<file path="config.mk">
export PLATFORM = sky130hd
export DESIGN_NAME = key_event_sync
export DESIGN_NICKNAME = d
export VERILOG_FILES = /design/src/rtl/key_evt_pkg.sv /design/src/rtl/key_debounce.sv /design/src/rtl/key_event_sync.sv
export SDC_FILE = /design/constraint.sdc
export NUM_CORES = 1
export LEC_CHECK = 0
export ABC_CLOCK_PERIOD_IN_PS = 3400
export BUFFER_PORTS_ARGS = -buffer_cell sky130_fd_sc_hd__buf_4
export CELL_PAD_IN_SITES_DETAIL_PLACEMENT = 2
export CELL_PAD_IN_SITES_GLOBAL_PLACEMENT = 2
export CORE_ASPECT_RATIO = 0.6
export CORE_UTILIZATION = 35
export CTS_BUF_LIST = sky130_fd_sc_hd__clkbuf_8
export CTS_CLUSTER_DIAMETER = 200
export DETAILED_ROUTE_END_ITERATION = 10
export PLACE_DENSITY = 0.78
export SYNTH_ARGS = -nofsm -noshare
export SYNTH_HDL_FRONTEND = slang
export SYNTH_SLANG_ARGS = --single-unit
export TNS_END_PERCENT = 30
</file>
<file path="constraint.sdc">
create_clock -name clock -period 3.4 [get_ports clock]
set_input_delay 1.02 -clock clock [delete_from_list [all_inputs] [get_ports clock]]
set_output_delay 1.02 -clock clock [all_outputs]
set_load 0.05 [all_outputs]
</file>
<file path="src/rtl/key_evt_pkg.sv">
`default_nettype none
// ============================================================================
// Module   : key_evt_pkg
// Summary  : Shared constants and event-entry layout for the key event front
//            end (debounce defaults, FIFO depth, packed event field helpers).
// Revision : 1.0 - initial release
// ============================================================================
package key_evt_pkg;

    // Default configuration of the key front end.
    localparam int unsigned DEFAULT_NUM_KEYS        = 4;
    localparam int unsigned DEFAULT_KEY_W           = 2;
    localparam int unsigned DEFAULT_DEBOUNCE_CYCLES = 500000;  // 10 ms at 50 MHz
    localparam int unsigned DEFAULT_CNT_W           = 19;
    localparam int unsigned DEFAULT_FIFO_DEPTH      = 4;

    // An event entry carries the key index in its LSBs and the press bit
    // directly above it, so one entry is KEY_W+1 bits wide.
    function automatic int unsigned evt_width(input int unsigned key_w);
        return key_w + 1;
    endfunction

    function automatic int unsigned evt_press_bit(input int unsigned key_w);
        return key_w;
    endfunction

endpackage
`default_nettype wire

</file>
<file path="src/rtl/key_debounce.sv">
`default_nettype none
// ============================================================================
// Module   : key_debounce
// Summary  : Single-key conditioning: 2-flop synchronizer, persistence counter
//            and accepted (stable) level. 'change' pulses for one cycle in the
//            cycle after 'stable' takes a new value.
// Revision : 1.0 - initial release
// ============================================================================
module key_debounce
    import key_evt_pkg::*;
#(
    parameter int unsigned DEBOUNCE_CYCLES = DEFAULT_DEBOUNCE_CYCLES,
    parameter int unsigned CNT_W           = DEFAULT_CNT_W
) (
    input  logic clock,
    input  logic reset,     // synchronous, active-low
    input  logic key_raw,
    output logic stable,
    output logic change
);

    localparam logic [CNT_W-1:0] c_CNT_LAST = CNT_W'(DEBOUNCE_CYCLES - 1);

    logic             r_s1;
    logic             r_s2;
    logic             r_stable;
    logic             r_change;
    logic [CNT_W-1:0] r_cnt;

    // Two-flop synchronizer for the asynchronous switch level.
    always_ff @(posedge clock) begin
        if (!reset) begin
            r_s1 <= 1'b0;
            r_s2 <= 1'b0;
        end else begin
            r_s1 <= key_raw;
            r_s2 <= r_s1;
        end
    end

    // Accept a new level only after it has differed from the stable level
    // for DEBOUNCE_CYCLES consecutive samples; any agreement restarts the count.
    always_ff @(posedge clock) begin
        if (!reset) begin
            r_cnt    <= '0;
            r_stable <= 1'b0;
            r_change <= 1'b0;
        end else begin
            r_change <= 1'b0;
            if (r_s2 == r_stable) begin
                r_cnt <= '0;
            end else if (r_cnt == c_CNT_LAST) begin
                r_stable <= r_s2;
                r_cnt    <= '0;
                r_change <= 1'b1;
            end else begin
                r_cnt <= r_cnt + CNT_W'(1);
            end
        end
    end

    assign stable = r_stable;
    assign change = r_change;

endmodule
`default_nettype wire

</file>
<file path="src/rtl/key_event_sync.sv">
`default_nettype none
// ============================================================================
// Module   : key_event_sync
// Summary  : Key switch front end. Per-key synchronize + debounce, edge
//            capture into pending flags, fixed-priority arbiter (lowest index
//            first) and a small event FIFO with a valid/ready pop interface.
// Config   : KEY_EVT_RELEASE_EN - when defined, release events are queued as
//            well as presses; otherwise only presses are queued and evt_press
//            is tied high.
// Revision : 1.0 - initial release
// ============================================================================
module key_event_sync
    import key_evt_pkg::*;
#(
    parameter int unsigned NUM_KEYS        = DEFAULT_NUM_KEYS,
    parameter int unsigned KEY_W           = DEFAULT_KEY_W,
    parameter int unsigned DEBOUNCE_CYCLES = DEFAULT_DEBOUNCE_CYCLES,
    parameter int unsigned CNT_W           = DEFAULT_CNT_W,
    parameter int unsigned FIFO_DEPTH      = DEFAULT_FIFO_DEPTH
) (
    input  logic                clock,
    input  logic                reset,        // synchronous, active-low
    input  logic [NUM_KEYS-1:0] keys_raw,
    output logic [NUM_KEYS-1:0] keys_stable,
    output logic                evt_valid,
    input  logic                evt_ready,
    output logic [KEY_W-1:0]    evt_key,
    output logic                evt_press,
    output logic                overflow
);

    localparam int unsigned c_EVT_W     = evt_width(KEY_W);
    localparam int unsigned c_PRESS_BIT = evt_press_bit(KEY_W);
    localparam int unsigned c_PTR_W     = $clog2(FIFO_DEPTH);
    localparam int unsigned c_CNT_W     = c_PTR_W + 1;
    localparam logic [c_CNT_W-1:0] c_FULL = c_CNT_W'(FIFO_DEPTH);

`ifdef KEY_EVT_RELEASE_EN
    localparam logic c_RELEASE_EN = 1'b1;
`else
    localparam logic c_RELEASE_EN = 1'b0;
`endif

    // Per-key conditioning outputs
    logic [NUM_KEYS-1:0] w_stable;
    logic [NUM_KEYS-1:0] w_change;
    logic [NUM_KEYS-1:0] w_set;

    // Pending event flags and their captured direction
    logic [NUM_KEYS-1:0] r_pend;
    logic [NUM_KEYS-1:0] r_dir;

    // Arbiter
    logic                w_any_pend;
    logic [KEY_W-1:0]    w_grant_idx;
    logic [NUM_KEYS-1:0] w_grant;

    // Event FIFO
    logic [c_EVT_W-1:0]  r_mem [FIFO_DEPTH];
    logic [c_PTR_W-1:0]  r_wr_ptr;
    logic [c_PTR_W-1:0]  r_rd_ptr;
    logic [c_CNT_W-1:0]  r_count;
    logic                r_overflow;
    logic                w_full;
    logic                w_pop;
    logic                w_push;
    logic                w_drop;
    logic [c_EVT_W-1:0]  w_wr_data;
    logic [c_EVT_W-1:0]  w_head;

    for (genvar k = 0; k < NUM_KEYS; k++) begin : g_key
        key_debounce #(
            .DEBOUNCE_CYCLES (DEBOUNCE_CYCLES),
            .CNT_W           (CNT_W)
        ) u_debounce (
            .clock   (clock),
            .reset   (reset),
            .key_raw (keys_raw[k]),
            .stable  (w_stable[k]),
            .change  (w_change[k])
        );
    end

    // A stable change becomes a pending event; releases only when enabled.
    always_comb begin
        w_set = w_change & (w_stable | {NUM_KEYS{c_RELEASE_EN}});
    end

    // Lowest-index pending key wins; scanning downward lets the lowest overwrite.
    always_comb begin
        w_any_pend  = 1'b0;
        w_grant_idx = '0;
        w_grant     = '0;
        for (int k = int'(NUM_KEYS) - 1; k >= 0; k--) begin
            if (r_pend[k]) begin
                w_any_pend  = 1'b1;
                w_grant_idx = KEY_W'(k);
                w_grant     = '0;
                w_grant[k]  = 1'b1;
            end
        end
    end

    // Served flag clears even when the write is dropped; a new change in the
    // same cycle re-arms the flag and its direction (later level wins).
    always_ff @(posedge clock) begin
        if (!reset) begin
            r_pend <= '0;
            r_dir  <= '0;
        end else begin
            r_pend <= (r_pend & ~w_grant) | w_set;
            r_dir  <= (r_dir & ~w_set) | (w_stable & w_set);
        end
    end

    // FIFO control: a pop frees the slot the same-cycle write needs when full.
    always_comb begin
        w_full    = (r_count == c_FULL);
        w_pop     = (r_count != '0) && evt_ready;
        w_push    = w_any_pend && (!w_full || w_pop);
        w_drop    = w_any_pend && w_full && !w_pop;
        w_wr_data = {r_dir[w_grant_idx], w_grant_idx};
        w_head    = r_mem[r_rd_ptr];
    end

    // Event storage; cleared on reset so the head reads as zero when empty.
    always_ff @(posedge clock) begin
        if (!reset) begin
            for (int i = 0; i < int'(FIFO_DEPTH); i++) begin
                r_mem[i] <= '0;
            end
        end else if (w_push) begin
            r_mem[r_wr_ptr] <= w_wr_data;
        end
    end

    // Pointers, occupancy and the sticky overflow flag.
    always_ff @(posedge clock) begin
        if (!reset) begin
            r_wr_ptr   <= '0;
            r_rd_ptr   <= '0;
            r_count    <= '0;
            r_overflow <= 1'b0;
        end else begin
            if (w_push) begin
                r_wr_ptr <= r_wr_ptr + c_PTR_W'(1);
            end
            if (w_pop) begin
                r_rd_ptr <= r_rd_ptr + c_PTR_W'(1);
            end
            if (w_push && !w_pop) begin
                r_count <= r_count + c_CNT_W'(1);
            end else if (w_pop && !w_push) begin
                r_count <= r_count - c_CNT_W'(1);
            end
            if (w_drop) begin
                r_overflow <= 1'b1;
            end
        end
    end

    assign keys_stable = w_stable;
    assign evt_valid   = (r_count != '0);
    assign evt_key     = w_head[KEY_W-1:0];
    assign evt_press   = w_head[c_PRESS_BIT] | ~c_RELEASE_EN;
    assign overflow    = r_overflow;

endmodule
`default_nettype wire

</file>
# --- Yosys cells after proc, flatten, opt, wreduce, memory -nomap -nowiden ---
# Memories as Yosys holds them, arrays and structs flattened. A register that Yosys moved wholly into a read port is not among the register bits.
# Index checks and enable logic that the tools add are counted.
totals:
  wordCells: 112
  input_bits: 7
  mem_bits_rw: 12
  ff_bits: 108
  mem_count: 1
  output_inout_bits: 9
memory_table:
  columns: ["name", "words", "word_bits", "read_ports", "rd_clocked_by_memory_dff", "write_ports", "line_no", "source"]
  rows:
  - ["r_mem", 4, 3, 1, 1, 4, "key_event_sync.sv:59", "logic [c_EVT_W-1:0] r_mem [FIFO_DEPTH];"]
classes:
  n_lt_le_gt_ge: 1
  n_reduce_logical: 25
  mux: 29
  eq_ne: 9
  n_addsub: 8
  bitwise: 13
ops:
  columns: ["cell", "count"]
  rows:
  - ["19-bit by 1-bit adder with 19-bit output, second input constant", 4]
  - ["19-bit equality test, second input constant", 4]
  - ["4-bit bitwise AND", 4]
  - ["4-bit 2-to-1 mux", 4]
  - ["3-bit OR reduction", 5]
  - ["1-bit 2-to-1 mux", 14]
  - ["2-bit 2-to-1 mux", 7]
  - ["3-bit 2-to-1 mux", 3]
  - ["4-bit inverter", 2]
  - ["4-bit OR", 2]
  - ["2-bit AND reduction", 4]
  - ["2-bit OR reduction", 4]
  - ["1-bit logical AND", 6]
  - ["1-bit inverter", 5]
  - ["2-bit by 1-bit adder with 2-bit output, second input constant", 2]
  - ["1-bit equality test", 4]
  - ["3-bit by 1-bit adder with 3-bit output, second input constant", 1]
  - ["3-bit equality test, second input constant", 1]
  - ["1-bit zero test", 3]
  - ["2-bit by 3-bit less-than comparator with 1-bit output, second input constant", 1]
  - ["3-bit nonzero test", 1]
  - ["3-bit by 1-bit subtractor with 3-bit output, second input constant", 1]
  - ["1-bit binary-select mux with 2-bit select", 1]
  - ["2-bit nonzero test", 1]
  - ["1-bit logical OR", 1]

# --- Depth between registers and ports, before layout ---
logic_depth:
  word_depth: 10
  mapped_depth: 9
  depth_no_buf: 9

# --- By module ---
# Synthesis repeated with hierarchy kept, for this count alone.
unflattened:
  cells_unflattened: 544
  area_unflattened_um2: 5137.4
by_module_without_submodules:
  columns: ["module", "n_inst", "area_each_um2", "seq_area_each_um2", "cells_each"]
  rows:
  - ["key_debounce (g_key[0].u_debounce ...)", 3, 1053.5, 460.4, 115]
  - ["key_event_sync", 1, 989.7, 520.5, 93]
  - ["key_debounce (g_key[2].u_debounce)", 1, 987.2, 460.4, 106]

# --- Worst setup path after synthesis ---
# OpenSTA, ideal clock, no wires.
synth_path:
  path_kind: "input to register"
  startpoint: "input port evt_ready"
  endpoint: "register r_count[2]"
  slack_ns: 0.552
  setup_ns: 0.070
  t_required_ns: 3.330
  path_buffers: 0
  stages: 9
  arrival_time_ns: 2.778
  path_cell_list: "or4b_2 > nand2_1 > inv_1 > ha_1 > inv_1 > fa_1 > xor2_1 > or3_1 > a21oi_1"
synth_between:
  elab_chain_cells: 6
  elab_cells_between_ends: 9
  cone_classes: "mux: 1; reduce/logical: 8"
synth_rtl:
  columns: ["item", "line_no", "source"]
  rows:
  - ["start, declared", "key_event_sync.sv:26", "input logic evt_ready,"]
  - ["1-bit logical AND *", "key_event_sync.sv:119", "w_pop = (r_count != '0) && evt_ready;"]
  - ["1-bit logical OR *", "key_event_sync.sv:120", "w_push = w_any_pend && (!w_full || w_pop);"]
  - ["1-bit logical AND *", "key_event_sync.sv:120", null]
  - ["named net w_push", "key_event_sync.sv:66", "logic w_push;"]
  - ["1-bit zero test", "key_event_sync.sv:153", "end else if (w_pop && !w_push) begin"]
  - ["1-bit logical AND", "key_event_sync.sv:153", null]
  - ["2-bit nonzero test (no line)", null, null]
  - ["end signal, assigned", "key_event_sync.sv:152", "r_count <= r_count + c_CNT_W'(1);"]
  - ["end signal, assigned", "key_event_sync.sv:154", "r_count <= r_count - c_CNT_W'(1);"]
  - ["end, declared", "key_event_sync.sv:62", "logic [c_CNT_W-1:0] r_count;"]
# The timed path passes the listed nets; every way through them passes the cells marked *.
# A chain may end at the register's enable or synchronous reset.

# --- Worst setup path in the final report ---
# Same ends and word-level chain as after synthesis.

==> impl_metrics.tcl <==
set metrics [dict create \
    setup_viol 0 \
    die_area_um2 14400 \
    core-area_um2 13200 \
    leakage_nw 1.84 \
    p_sw_mw 0.788 \
    fp.dieW_um 154 \
    critPathKind "primary input to flip-flop" \
    r2r_start "r_count[0]" \
    slew_headroom 0.534 \
    synth_top_family_by_area "simple AND/OR/NAND/NOR gates" \
    ys_seq_area_frac 0.484 \
    cellPowerDensity_nw_per_um2 529 \
    routed_wl_um 12400 \
    antenna_found_initial 0 \
    cts.path.max_buffers 2 \
    syn_nets 550 \
    dr.pass1.iters 4 \
    cts_root_buffer "clkbuf_8" \
    seqPwrFrac 0.487 \
    synth_compound_area_frac 0.0719 \
    drive_gt1_frac 0.0968 \
    finalHoldViolations 0 \
    synth.mux.area_fraction 0.0113 \
    ant_nets 0 \
    placed_area_um2 5130 \
    worstSetupStartpointType "primary input" \
    ctsHtreeMaxLevel 4 \
    ys_types 38 \
    n_antenna_cell 0 \
    finalMaxSlewViolations 0 \
    final_cell_area_um2 5510 \
    synthSimpleGateAreaFrac 0.276 \
    grt_pass1_wl_um 21100 \
    vias 3899 \
    grt_pass1_vias 4207 \
    cts_buffers 17 \
    status "completed" \
    post-place-ws_ns 0.212 \
    cts_setup_buffers 0 \
    start_util 0.369 \
    overflow 0 \
    place_hpwl_um 8820 \
    switching_share 0.271 \
    intPower_mw 2.13 \
    hold_class "flip-flop to flip-flop" \
    crit_start "evt_ready" \
    utilization 0.417 \
    synth_xor_area_frac 0.106 \
    netlist_area_um2 4880 \
    worst-slew-pin-transition_ns 0.689 \
    clockPowerShare 0.423 \
    cts_tree "yes" \
    io_pins 16 \
    required_ns 3.76 \
    dpl.cell_count 706 \
    drv_cap 0 \
    grt_start_max_net_pins 20 \
    vdd_drop_max_mv 0.282 \
    syn_avg_cell_area_um2 9.08 \
    synth_warnings 0 \
    clkLatencyLatePin_ns 0.44 \
    wl_per_cell_um 16.8 \
    arrival_ns 3.14 \
    nets 568 \
    combPwrFrac 0.090 \
    drtIter0Drc 162 \
    syn_inst 537 \
    track_usage 0.189 \
    syn_to_final_growth_pct 13.0 \
    finalWorstSetupSlack_ns 0.622 \
    rsz0062_at_grt "false" \
    port_buffers 14 \
    endpoint_kind "flip-flop" \
    drc 0 \
    gp_congestion 0.780 \
    hp-start "g_key[0].u_debounce.r_s1" \
    final_cells 738 \
    fmaxAchievable_ghz 0.360 \
    period_share 0.817 \
    die_h_um 93.4 \
    tns_ns 0 \
    drt-vias-per-instance 5.28 \
    rows 32 \
    cts.repair.resized 0 \
    ys_ff_latch 114 \
    clkTransAtPathRegs_ns 0.07 \
    fin_skew_ns 0.0164 \
    synth_fa_ha_area_frac 0.0169 \
    cp_max_fo 4 \
    cts.sinks 114 \
    ctsHoldBuffers 0 \
    finalCriticalPeriod_ns 2.78 \
]
-- sequential cells by signal, summed over array words and instances (netlist names), named ones only --
register,count
r_pend,4
r_wr_ptr,2
g_key.u_debounce.change,4
overflow,1
g_key.u_debounce.r_cnt,76
g_key.u_debounce.stable,4
r_mem,8
r_count,3
r_rd_ptr,2
g_key.u_debounce.r_s2,4
g_key.u_debounce.r_s1,4
-- through the flow --
| stage | power, mW | hold WS (ns) |
|---|---|---|
| global route | 3.04 | 0.472 |
| global placement | 1.69 | 0.419 |
| CTS | 2.95 | 0.439 |
| finish | 2.91 | 0.435 |
| detailed placement | 1.71 | 0.423 |
| floorplan | 1.63 | 0.412 |
-- path summary, 6_finish.rpt --
check / cells past startpoint / end / slack (ns)
max reg2reg: 9 / r_count[2] / 0.89
min reg2reg: 1 / g_key[0].u_debounce.r_s2 / 0.44
max: 10 / r_count[2] / 0.62
min: 1 / g_key[0].u_debounce.r_s2 / 0.44
-- placed cells by master, fill, tap and decap left out, types with 4 or more instances in the layout --
cell / n
a21oi_1: 27
and2_1: 11
and3_1: 10
and4_1: 9
buf_4: 18
clkbuf_8: 17
clkinv_2: 5
clkinv_4: 4
dfxtp_1: 106
edfxtp_1: 8
ha_1: 5
inv_1: 19
nand2_1: 36
nand3_1: 29
nand4_1: 19
nor2_1: 77
nor3_1: 8
nor4_1: 8
nor4b_1: 5
o21ai_0: 19
o21bai_1: 4
o31ai_1: 11
or3_1: 17
or4_1: 12
xnor2_1: 19
xor2_1: 40
-- per-layer routing --
metal,routed length [um],GRT usage,share of wire
met1,6410,0.251,0.52
met2,5500,0.296,0.44
met3,292,0.0426,0.024
met4,167,0.0809,0.014
met5,0,0,0
-- cell families after synthesis --
family	after synthesis
XOR/XNOR	59
AND/OR/NAND/NOR	255
flip-flops	114
buffers and inverters	37
AO/OA/AOI/OAI	62
adder cells (fa/ha/maj)	6
other	1
multiplexers	3
-- Yosys cell counts (all sizes together) --
library cell,count,share of area
and3,10,0.013
o31ai,11,0.017
clkbuf,12,0.0092
a22oi,1,0.0015
edfxtp,8,0.049
nor4,8,0.010
nor2b,3,0.0038
nand4,19,0.024
or3,17,0.022
nand4b,2,0.0036
and4,10,0.018
xnor2,19,0.034
nor3,8,0.0082
xor2,40,0.072
mux2i,1,0.0021
and2,11,0.014
nand2b,3,0.0038
or4,12,0.018
nand2,36,0.028
fa,1,0.0041
or4b,2,0.0041
dfxtp,106,0.44
mux4,2,0.0092
buf,7,0.0098
conb,1,0.00077
nand4bb,1,0.0023
nor4b,5,0.0090
nor2,77,0.059
a21oi,27,0.028
nand3,31,0.034
inv,18,0.014
ha,5,0.013
o21bai,4,0.0062
o21ai,19,0.020
-- final cells by class --
class,count,area (um^2)
clock buffer,17,234
inverter,18,67.6
multi-input combinational,386,2350
timing repair buffer,18,135
tap,170,213
sequential,114,2360
clock inverter,15,145
fill,1465,7700
-- power groups by stage --
stage	combinational, mW	clock, mW	sequential (mW)
after global routing	0.284	1.33	1.42
after detailed placement	0.261	0	1.45
after CTS	0.266	1.27	1.42
final	0.263	1.23	1.42
after global placement	0.243	0	1.44
after floorplan	0.190	0	1.44
-- critical path: stages --
cell	delay (ns)
buf_4	0.12
or4b_2	0.67
nand2_1	0.18
inv_1	0.09
ha_1	0.24
inv_1	0.09
fa_1	0.18
xor2_1	0.07
or3_1	0.32
a21oi_1	0.16
Note: power is estimated with default switching activity, not from simulation.
